**src/rtl/scroll_display_mux.sv**
```systemverilog
// scroll_display_mux: scrolls a writable hex-nibble message across a multiplexed active-low 7-segment display.
// Latency: seg_L/anode_L are registered one cycle after dig/ptr/msg; pos is the pointer register itself.
// No backpressure; the optional `SCROLL_HOLD_AT_WRAP_EN pauses HOLD_STEPS ticks each time ptr lands on 0.
module scroll_display_mux #(
  parameter int NUM_DIGITS  = 4,
  parameter int MSG_LEN     = 16,
  parameter int SCROLL_DIV  = 50_000_000,
  parameter int REFRESH_DIV = 100_000,
  parameter int HOLD_STEPS  = 4,
  localparam int AW = $clog2(MSG_LEN)
) (
  input  logic                  clk,
  input  logic                  rst,
  input  logic                  en,
  input  logic                  dir,
  input  logic                  msg_we,
  input  logic [AW-1:0]         msg_addr,
  input  logic [3:0]            msg_data,
  output logic [AW-1:0]         pos,
  output logic [6:0]            seg_L,
  output logic [NUM_DIGITS-1:0] anode_L
);

  localparam int SCW = $clog2(SCROLL_DIV);
  localparam int RCW = $clog2(REFRESH_DIV);
  localparam int DW  = (NUM_DIGITS > 1) ? $clog2(NUM_DIGITS) : 1;

  logic [SCW-1:0]        scroll_cnt_q, scroll_cnt_d;
  logic [RCW-1:0]        refresh_cnt_q, refresh_cnt_d;
  logic [DW-1:0]         dig_q, dig_d;
  logic [AW-1:0]         ptr_q, ptr_d, ptr_step;
  logic [3:0]            msg_q [MSG_LEN];
  logic [3:0]            msg_d [MSG_LEN];
  logic [6:0]            seg_q, seg_d;
  logic [NUM_DIGITS-1:0] anode_q, anode_d;
  logic                  tick;
  logic                  wr_ok;
  logic [AW:0]           sum;
  logic [AW-1:0]         idx;

  function automatic logic [6:0] hex_to_seg(input logic [3:0] n);
    case (n)
      4'h0: return 7'b1000000;
      4'h1: return 7'b1111001;
      4'h2: return 7'b0100100;
      4'h3: return 7'b0110000;
      4'h4: return 7'b0011001;
      4'h5: return 7'b0010010;
      4'h6: return 7'b0000010;
      4'h7: return 7'b1111000;
      4'h8: return 7'b0000000;
      4'h9: return 7'b0010000;
      4'hA: return 7'b0001000;
      4'hB: return 7'b0000011;
      4'hC: return 7'b1000110;
      4'hD: return 7'b0100001;
      4'hE: return 7'b0000110;
      default: return 7'b0001110;
    endcase
  endfunction

  // Scroll divider: counts only while enabled, one-cycle tick on wrap.
  always_comb begin
    scroll_cnt_d = scroll_cnt_q;
    tick         = 1'b0;
    if (en) begin
      if (scroll_cnt_q == SCW'(SCROLL_DIV - 1)) begin
        scroll_cnt_d = '0;
        tick         = 1'b1;
      end else begin
        scroll_cnt_d = scroll_cnt_q + SCW'(1);
      end
    end
  end

  // Candidate pointer one step in the sampled direction, wrapping modulo MSG_LEN.
  always_comb begin
    if (dir) begin
      ptr_step = (ptr_q == '0) ? AW'(MSG_LEN - 1) : ptr_q - AW'(1);
    end else begin
      ptr_step = (ptr_q == AW'(MSG_LEN - 1)) ? '0 : ptr_q + AW'(1);
    end
  end

`ifdef SCROLL_HOLD_AT_WRAP_EN
  localparam int HW = (HOLD_STEPS < 1) ? 1 : $clog2(HOLD_STEPS + 1);
  logic [HW-1:0] hold_q, hold_d;

  // Pointer advance; landing on 0 arms a hold that swallows the following ticks.
  always_comb begin
    ptr_d  = ptr_q;
    hold_d = hold_q;
    if (tick) begin
      if (hold_q != '0) begin
        hold_d = hold_q - HW'(1);
      end else begin
        ptr_d = ptr_step;
        if (ptr_step == '0) begin
          hold_d = HW'(HOLD_STEPS);
        end
      end
    end
  end

  // Hold counter register.
  always_ff @(posedge clk) begin
    if (rst) hold_q <= '0;
    else     hold_q <= hold_d;
  end
`else
  logic unused_hold;
  assign unused_hold = ^HOLD_STEPS;

  // Pointer advance on every tick.
  always_comb begin
    ptr_d = tick ? ptr_step : ptr_q;
  end
`endif

  // Refresh divider free-runs; each wrap moves to the next digit.
  always_comb begin
    refresh_cnt_d = refresh_cnt_q + RCW'(1);
    dig_d         = dig_q;
    if (refresh_cnt_q == RCW'(REFRESH_DIV - 1)) begin
      refresh_cnt_d = '0;
      dig_d         = (dig_q == DW'(NUM_DIGITS - 1)) ? '0 : dig_q + DW'(1);
    end
  end

  // Message write port; out-of-range addresses are dropped.
  always_comb begin
    wr_ok = msg_we && ({1'b0, msg_addr} < (AW+1)'(MSG_LEN));
    msg_d = msg_q;
    if (wr_ok) begin
      msg_d[msg_addr] = msg_data;
    end
  end

  // Output pattern for the lit digit: entry (ptr+dig) mod MSG_LEN, digit 0 on the top anode.
  always_comb begin
    sum = {1'b0, ptr_q} + (AW+1)'(dig_q);
    if (sum >= (AW+1)'(MSG_LEN)) begin
      idx = AW'(sum - (AW+1)'(MSG_LEN));
    end else begin
      idx = sum[AW-1:0];
    end
    seg_d = hex_to_seg(msg_q[idx]);
    for (int d = 0; d < NUM_DIGITS; d++) begin
      anode_d[NUM_DIGITS-1-d] = (dig_q != DW'(d));
    end
  end

  // State and output registers; reset restores the identity message.
  always_ff @(posedge clk) begin
    if (rst) begin
      scroll_cnt_q  <= '0;
      refresh_cnt_q <= '0;
      dig_q         <= '0;
      ptr_q         <= '0;
      seg_q         <= 7'h7F;
      anode_q       <= '1;
      for (int i = 0; i < MSG_LEN; i++) begin
        msg_q[i] <= 4'(i % 16);
      end
    end else begin
      scroll_cnt_q  <= scroll_cnt_d;
      refresh_cnt_q <= refresh_cnt_d;
      dig_q         <= dig_d;
      ptr_q         <= ptr_d;
      seg_q         <= seg_d;
      anode_q       <= anode_d;
      msg_q         <= msg_d;
    end
  end

  assign pos     = ptr_q;
  assign seg_L   = seg_q;
  assign anode_L = anode_q;

endmodule

```
**config.mk**
```make
export PLATFORM = sky130hd
export DESIGN_NAME = scroll_display_mux
export DESIGN_NICKNAME = d
export VERILOG_FILES = /design/src/rtl/scroll_display_mux.sv
export SDC_FILE = /design/constraint.sdc
export NUM_CORES = 1
export LEC_CHECK = 0
export BUFFER_PORTS_ARGS = -buffer_cell sky130_fd_sc_hd__buf_2
export CAP_MARGIN = 20
export CELL_PAD_IN_SITES_DETAIL_PLACEMENT = 2
export CELL_PAD_IN_SITES_GLOBAL_PLACEMENT = 2
export CORE_MARGIN = 2
export CORE_UTILIZATION = 35
export CTS_BUF_LIST = sky130_fd_sc_hd__clkbuf_8 sky130_fd_sc_hd__clkbuf_16
export CTS_CLUSTER_SIZE = 40
export DETAILED_ROUTE_END_ITERATION = 6
export GPL_TIMING_DRIVEN = 0
export PLACE_DENSITY_LB_ADDON = 0.08
export SLEW_MARGIN = 20
export SYNTH_ARGS = -nofsm -noshare
export SYNTH_HDL_FRONTEND = slang
export SYNTH_SLANG_ARGS = --single-unit
```
**constraint.sdc**
```tcl
create_clock -name clk -period 6.1 [get_ports clk]
set_input_delay 0.305 -clock clk [delete_from_list [all_inputs] [get_ports clk]]
set_output_delay 0.305 -clock clk [all_outputs]
set_load 0.1 [all_outputs]
```
# After elaboration in Yosys (flattened, before gate mapping)
# Memories as Yosys holds them, arrays and structs flattened. A register that Yosys moved wholly into a read port is not among the register bits.
# Cells that the tools add are included.
[word_totals]
reg_bits = 117
rom_bits = 112
out_inout_bits = 15
memories = 1
[classes]
addsub = 7
n_lt_le_gt_ge = 4
n_eq_ne = 7
mux = 14
bitwise_logic = 2
reduce_logical = 4
[memory_table]
columns = ["name", "depth", "width", "read_ports", "rd_ports_with_merged_regs", "write_ports", "line_no", "rtl"]
rows = [
  ["(no name shown)", 16, 7, 1, 1, 0, "42", "case (n)"],
]
[op_table]
columns = ["operator", "n"]
rows = [
  ["bitwise mux 64 bit", 1],
  ["2-to-1 mux 4 bit", 7],
  ["adder 26 x 1 -> 26 bit, second input constant", 1],
  ["equality test 26 bit, second input constant", 1],
  ["2-to-1 mux 26 bit", 1],
  ["adder 17 x 1 -> 17 bit, second input constant", 1],
  ["equality test 17 bit, second input constant", 1],
  ["binary-select mux 4 bit (select 4 bit)", 1],
  ["demux 4 bit (select 4 bit)", 1],
  ["greater-or-equal comparator 5 bit, second input constant", 3],
  ["NOT 4 -> 5 bit", 2],
  ["subtractor 4 x 1 -> 4 bit, second input constant", 2],
  ["adder 4 x 2 -> 5 bit", 1],
  ["less-than comparator 5 x 1 -> 1 bit, second input constant", 1],
  ["adder 4 x 1 -> 4 bit, second input constant", 1],
  ["equality test 4 bit, second input constant", 1],
  ["zero test 4 bit", 1],
  ["inequality test 2 bit, second input constant", 2],
  ["adder 2 x 1 -> 2 bit, second input constant", 1],
  ["equality test 2 bit, second input constant", 1],
  ["2-to-1 mux 1 bit", 2],
  ["2-to-1 mux 2 bit", 1],
  ["inequality test 2 x 1 -> 1 bit, second input constant", 1],
  ["nonzero test 2 bit", 1],
  ["other kinds (2)", 2],
]

# Depth between registers and ports, before layout
[depth]
depth_word = 7
mapped_depth = 12

# Least setup slack after synthesis
# OpenSTA, ideal clock, no wires.
[synth_path]
kind = "register to register"
startpoint = "register ptr_q[0], in the netlist pos[0]"
endpoint = "register seg_q[3], in the netlist seg_L[3]"
setup_time_ns = 0.136
arrival_ns = 3.853
slack_ns = 2.111
stages_incl_launch_ff = 11
path_buffers = 2
synth_period_minus_slack_ns = 3.989
path_cell_list = "dfxtp_1 -> ha_1 -> fa_1 -> clkbuf_1 -> buf_2 -> mux4_2 -> mux4_2 -> ha_1 -> or2_0 -> a211oi_2 -> a31oi_1"
[synth_via]
elab_chain_len = 7
word_cells_on_any_way = 8
classes_between = "2 x add/sub; 1 x order compare; 4 x mux; 1 x bitwise"
[synth_rtl]
columns = ["item", "line_no", "rtl"]
rows = [
  ["start: declaration", "31", "logic [AW-1:0] ptr_q, ptr_d, ptr_step;"],
  ["start signal: assignment", "169", "ptr_q <= ptr_d;"],
  ["adder 4 x 2 -> 5 bit *", "141", "sum = {1'b0, ptr_q} + (AW+1)'(dig_q);"],
  ["subtractor 4 x 1 -> 4 bit or greater-or-equal comparator 5 bit (tied branches)", "143, 142", ""],
  ["2-to-1 mux 4 bit *", "142", "if (sum >= (AW+1)'(MSG_LEN)) begin"],
  ["NOT 4 -> 5 bit (not written as such) *", "147", "seg_d = hex_to_seg(msg_q[idx]);"],
  ["binary-select mux 4 bit (select 4 bit) *", "147", ""],
  ["2-to-1 mux 4 bit (not written as such) * (2 in series)", "147", ""],
  ["end: declaration", "34", "logic [6:0] seg_q, seg_d;"],
]
# Every way passes the cells marked *; elsewhere a longest branch is shown, timed or not. The select of a mux whose other input is x is not followed.
# A chain may end at the register's enable or synchronous reset.

# Worst setup path after layout
# Ends and elaborated chain as after synthesis.

==> run summary <==
The total leakage power is 2.56 nW. The die width is 131 um. The met3 usage is 3.70%.

Net switching is 21.7% of the power. Routability-driven placement finished with a final weighted congestion of 0.768. The number of slew-limit violations in the final report came out at 0. In this run the critical register-to-register path is captured at seg_L[3]$_SDFF_PP1_. The clock-pin slew on the worst setup and hold paths came out at 50 ps. By startpoint and endpoint, the worst setup path is classified as reg -> reg. In the final timing run, aggregate negative setup slack is 0 ps. The die covers 0.0172 sq mm. In this run the power density over the cells is 308 mW/mm^2. The number of sinks handled by clock tree synthesis came out at 124. The clock passes through at most 2 buffers. In this run the most critical hold path is launched from rst. The number of remaining DRC errors is 0. The overall die height came out at 131 um. The worst hold path was traced through 2 stages. The floorplan row count is 46. Counting the buffers created by CTS gives 17.

The global-route wire length before repair is around 26 mm. Per report_power, the clock group accounts for 55.2% of the total. The number of antenna violations at the first check in global routing is 0. The number of nets in the synthesized netlist is 612. The number of violations reported at the end of detailed-routing iteration 0 is 158. The shortest clock period the worst path allows after layout came out at 4260 ps. The top-level port count came out at 28. The switching component of the power is 0.449 mW. The total global routing track utilization is 19.4%.

The routed layout has between 4000 and 5000 vias. The transition at the pin with the smallest max-transition slack is around 1000 ps. The initial standard-cell utilization of the core is 35.7%. The cell count after synthesis is 582. In the finished design, the share of the clock period the worst path needs comes to 69.9%. The average detailed-routed wire length per instance is 18.4 um. The fraction of layout instances using a drive strength above 1 is 13.6%. Once detail routing completed, the nets flagged for antenna violations numbered 0. STA classifies the critical path startpoint as a flop. By area, the combinational part of the netlist is dominated by multiplexers.

Data on the critical path is required at its endpoint by roughly 6400 ps. The net count reported at finish came out at 656. The flip-flop and latch count after synthesis came out at 124.

The synthesized netlist devotes 19.4% of its cell area to simple gates. TritonCTS built the clock tree. The total of buffers placed on input and output ports came out at 25.

The post-synth design cell area came out at 0.00566 sq mm. The share of flip-flops with an asynchronous set or reset came out at 0%. The tightest min-delay check is of the in -> reg type. A synthesized cell averages 9.72 sq um.

Global routing used 34.2% of the available met2 tracks. The ratio of routed vias to standard cells came out at 5.11. The total of endpoints with negative setup slack in the final report came out at 0. The worst-case headroom to the max-slew limit is between 30% and 40%. The source-to-sink clock delay at the later pin of the worst-skew pair is 420 ps.

The maximum number of pins on one net before global-route repair is 17. The final cell count without fillers is 855. The final number of hold-violating endpoints was 0.

The core region is around 0.016 sq mm. The path with the worst hold slack has its endpoint at pos[1]$_SDFFE_PP0P_. The worst-case vdd ir drop came out at around 0.17 mV. The HPWL after detailed placement is between 10 and 15 mm. The number of detailed-routing iterations run before antenna repair is 4.

The number of warnings printed during yosys synthesis came out at 0. The cell at the root of the clock tree is sky130_fd_sc_hd__clkbuf_16. The max-cap violation count came out at 0. After global routing, the most crowded layer is met2.

The worst register-to-register path has a depth of 10. The setup clock skew after layout is 8.45 ps. The worst hold margin is 219 ps. The multiplexer fraction of the synthesized cell area is 20.0%. The post-synthesis xor/xnor area fraction is 6.63%. Timing would allow up to ~230 MHz.

The number of hold buffers added after CTS is 0. The run finished with clean final reports. The number of enable-type register cells in the synthesized netlist came out at 0.

Setup repair after global routing left no endpoint under its margin. In this run, post-CTS repair resized a total of 0 instances. The deepest level of the CTS H-tree is 4. The launching point of the worst reg2reg path is pos[0]$_SDFFE_PP0P_. The antenna diode count came out at 0. The part of the power in combinational logic came out at 4.7%. The post-CTS setup buffer count is 0.

The worst setup path is captured at a flop. The total design power came out at 2.07 mW. The most used flip-flop cell after synthesis is sky130_fd_sc_hd__dfxtp_1. The area growth from synthesis to final layout is 18.7%. The wire length reported by the detailed router is 15.7 mm. The via count of the first global-routing pass is 4881. The internal power component is 1.62 mW. The data arrival at the endpoint of the critical path is 4540 ps.

The sequential group share of total power is 40.1%. After Yosys synthesis, full adders, half adders and majority gates account for 3.89% of the synthesized area. Along the worst path, the maximum fanout reaches 10. The number of cells in the design after placement is 823. The minimum setup slack among reg-to-reg paths came out at between 1500 and 2000 ps. The residual overflow from global routing is 0. The compound-cell area share of the yosys netlist is 3.10%. Yosys mapped the design onto 48 distinct sky130hd cell types.

The portion of the post-synthesis area used by sequential elements is ~44%. For met1 alone, demand over resource in global routing was 23.8%.
-- worst max path at each step --
stage	startpoint	to	slack, ps	cells past startpoint
6_report	pos[0]$_SDFFE_PP0P_	seg_L[3]$_SDFF_PP1_	1840	10
3_5_place_dp	pos[0]$_SDFFE_PP0P_	seg_L[3]$_SDFF_PP1_	1820	10
5_1_grt	pos[0]$_SDFFE_PP0P_	seg_L[6]$_SDFF_PP1_	1640	12
4_1_cts	pos[0]$_SDFFE_PP0P_	seg_L[3]$_SDFF_PP1_	1800	10
2_1_floorplan	pos[0]$_SDFFE_PP0P_	seg_L[3]$_SDFF_PP1_	2110	10
3_3_place_gp	pos[0]$_SDFFE_PP0P_	seg_L[3]$_SDFF_PP1_	1890	10
-- cell families (layout without fill, tap and decap cells) --
logic type	count (synthesis)	count (layout)
XOR/XNOR	42	42
multiplexers	89	89
flip-flops	124	124
buffers and inverters	39	96
AO/OA/AOI/OAI	29	29
AND/OR/NAND/NOR	242	242
adder cells (fa/ha/maj)	17	17
-- critical path: stages, from the launching register on --
cell and delay, ps:
sky130_fd_sc_hd__dfxtp_1 410, sky130_fd_sc_hd__ha_1 280, sky130_fd_sc_hd__fa_1 480, sky130_fd_sc_hd__clkbuf_1 530, sky130_fd_sc_hd__buf_2 460, sky130_fd_sc_hd__mux4_2 590, sky130_fd_sc_hd__mux4_2 550, sky130_fd_sc_hd__ha_1 270
sky130_fd_sc_hd__or2_0 260, sky130_fd_sc_hd__a211oi_2 230, sky130_fd_sc_hd__a31oi_1 60
-- area by class of cell --
class | instances | area [sq um]
multi-input cells | 419 | 3000
clock buffers | 18 | 439
inverters | 9 | 33.8
well taps | 216 | 270
flip-flops and latches | 124 | 2480
fillers | 1745 | 9110
clock inverters | 14 | 224
plain buffers | 30 | 143
repair buffers | 25 | 125
-- routing by layer --
metal  vias to the layer above  wire, um
met4                         0       257
met5                         -         0
met2                        47      7930
li1                       2078         -
met1                      2228      7140
met3                        17       368
-- synth_stat cells (2+ instances only) --
library cell / number / area [sq um]
sky130_fd_sc_hd__dfxtp_1: 124 / 2480
sky130_fd_sc_hd__nor2_1: 97 / 364
sky130_fd_sc_hd__nand2_1: 69 / 259
sky130_fd_sc_hd__mux2i_1: 67 / 671
sky130_fd_sc_hd__xor2_1: 29 / 254
sky130_fd_sc_hd__nand3_1: 24 / 120
sky130_fd_sc_hd__clkbuf_1: 22 / 82.6
sky130_fd_sc_hd__mux4_2: 19 / 428
sky130_fd_sc_hd__ha_1: 16 / 200
sky130_fd_sc_hd__a21oi_1: 12 / 60.1
sky130_fd_sc_hd__xnor2_1: 12 / 105
sky130_fd_sc_hd__nand4_1: 10 / 62.6
sky130_fd_sc_hd__nand2b_1: 9 / 56.3
sky130_fd_sc_hd__inv_1: 8 / 30.0
sky130_fd_sc_hd__o21ai_0: 6 / 30.0
sky130_fd_sc_hd__and3_1: 5 / 31.3
sky130_fd_sc_hd__nand3b_1: 5 / 37.5
sky130_fd_sc_hd__buf_2: 4 / 20.0
sky130_fd_sc_hd__nor2b_1: 4 / 25.0
sky130_fd_sc_hd__and4_1: 3 / 26.3
sky130_fd_sc_hd__or3_1: 3 / 18.8
sky130_fd_sc_hd__a31oi_1: 2 / 12.5
sky130_fd_sc_hd__and2_1: 2 / 12.5
sky130_fd_sc_hd__mux2_2: 2 / 22.5
sky130_fd_sc_hd__nor4_1: 2 / 12.5
sky130_fd_sc_hd__o211ai_1: 2 / 15.0
sky130_fd_sc_hd__o311ai_1: 2 / 17.5
sky130_fd_sc_hd__or4_1: 2 / 15.0
-- sequential cells by signal, indices dropped and copies added (netlist names) --
signal,count
seg_L,7
dig_q,2
anode_L,4
pos,4
scroll_cnt_q,26
msg_q,64
refresh_cnt_q,17
-- metrics by stage --
stage               area (sq um)  worst slack [ps]  util [%]
finish                      6720              1840      42.4
global route                6720              1640      42.4
CTS                         6720              1800      42.4
detailed placement          6050              1820      38.2
global placement            6050              1890      38.2
floorplan                   5660              2110         -
-- power by group through the flow --
stage          clock network (mW)  logic (mW)  registers [mW]
3_3_place_gp                    0      0.0951           0.845
2_1_floorplan                   0      0.0441           0.867
5_1_grt                      1.20       0.105           0.830
3_5_place_dp                    0      0.0973           0.846
6_report                     1.14      0.0963           0.829
4_1_cts                      1.17      0.0984           0.829
-- cells in the final DEF, fill, tap and decap left out, drive strengths merged, types with 2 or more instances in the layout --
cell / count
dfxtp: 124
nor2: 97
nand2: 69
mux2i: 67
clkbuf: 41
buf: 32
xor2: 29
nand3: 24
mux4: 19
ha: 16
xnor2: 13
a21oi: 12
nand4: 10
inv: 10
nand2b: 9
o21ai: 7
bufinv: 6
nand3b: 5
and3: 5
clkinv: 5
nor2b: 4
and4: 3
or3: 3
mux2: 3
o211ai: 2
o311ai: 2
a31oi: 2
nor4: 2
and2: 2
or4: 2
clkinvlp: 2
a211oi: 2
Note: power is estimated with default switching activity, not from simulation.
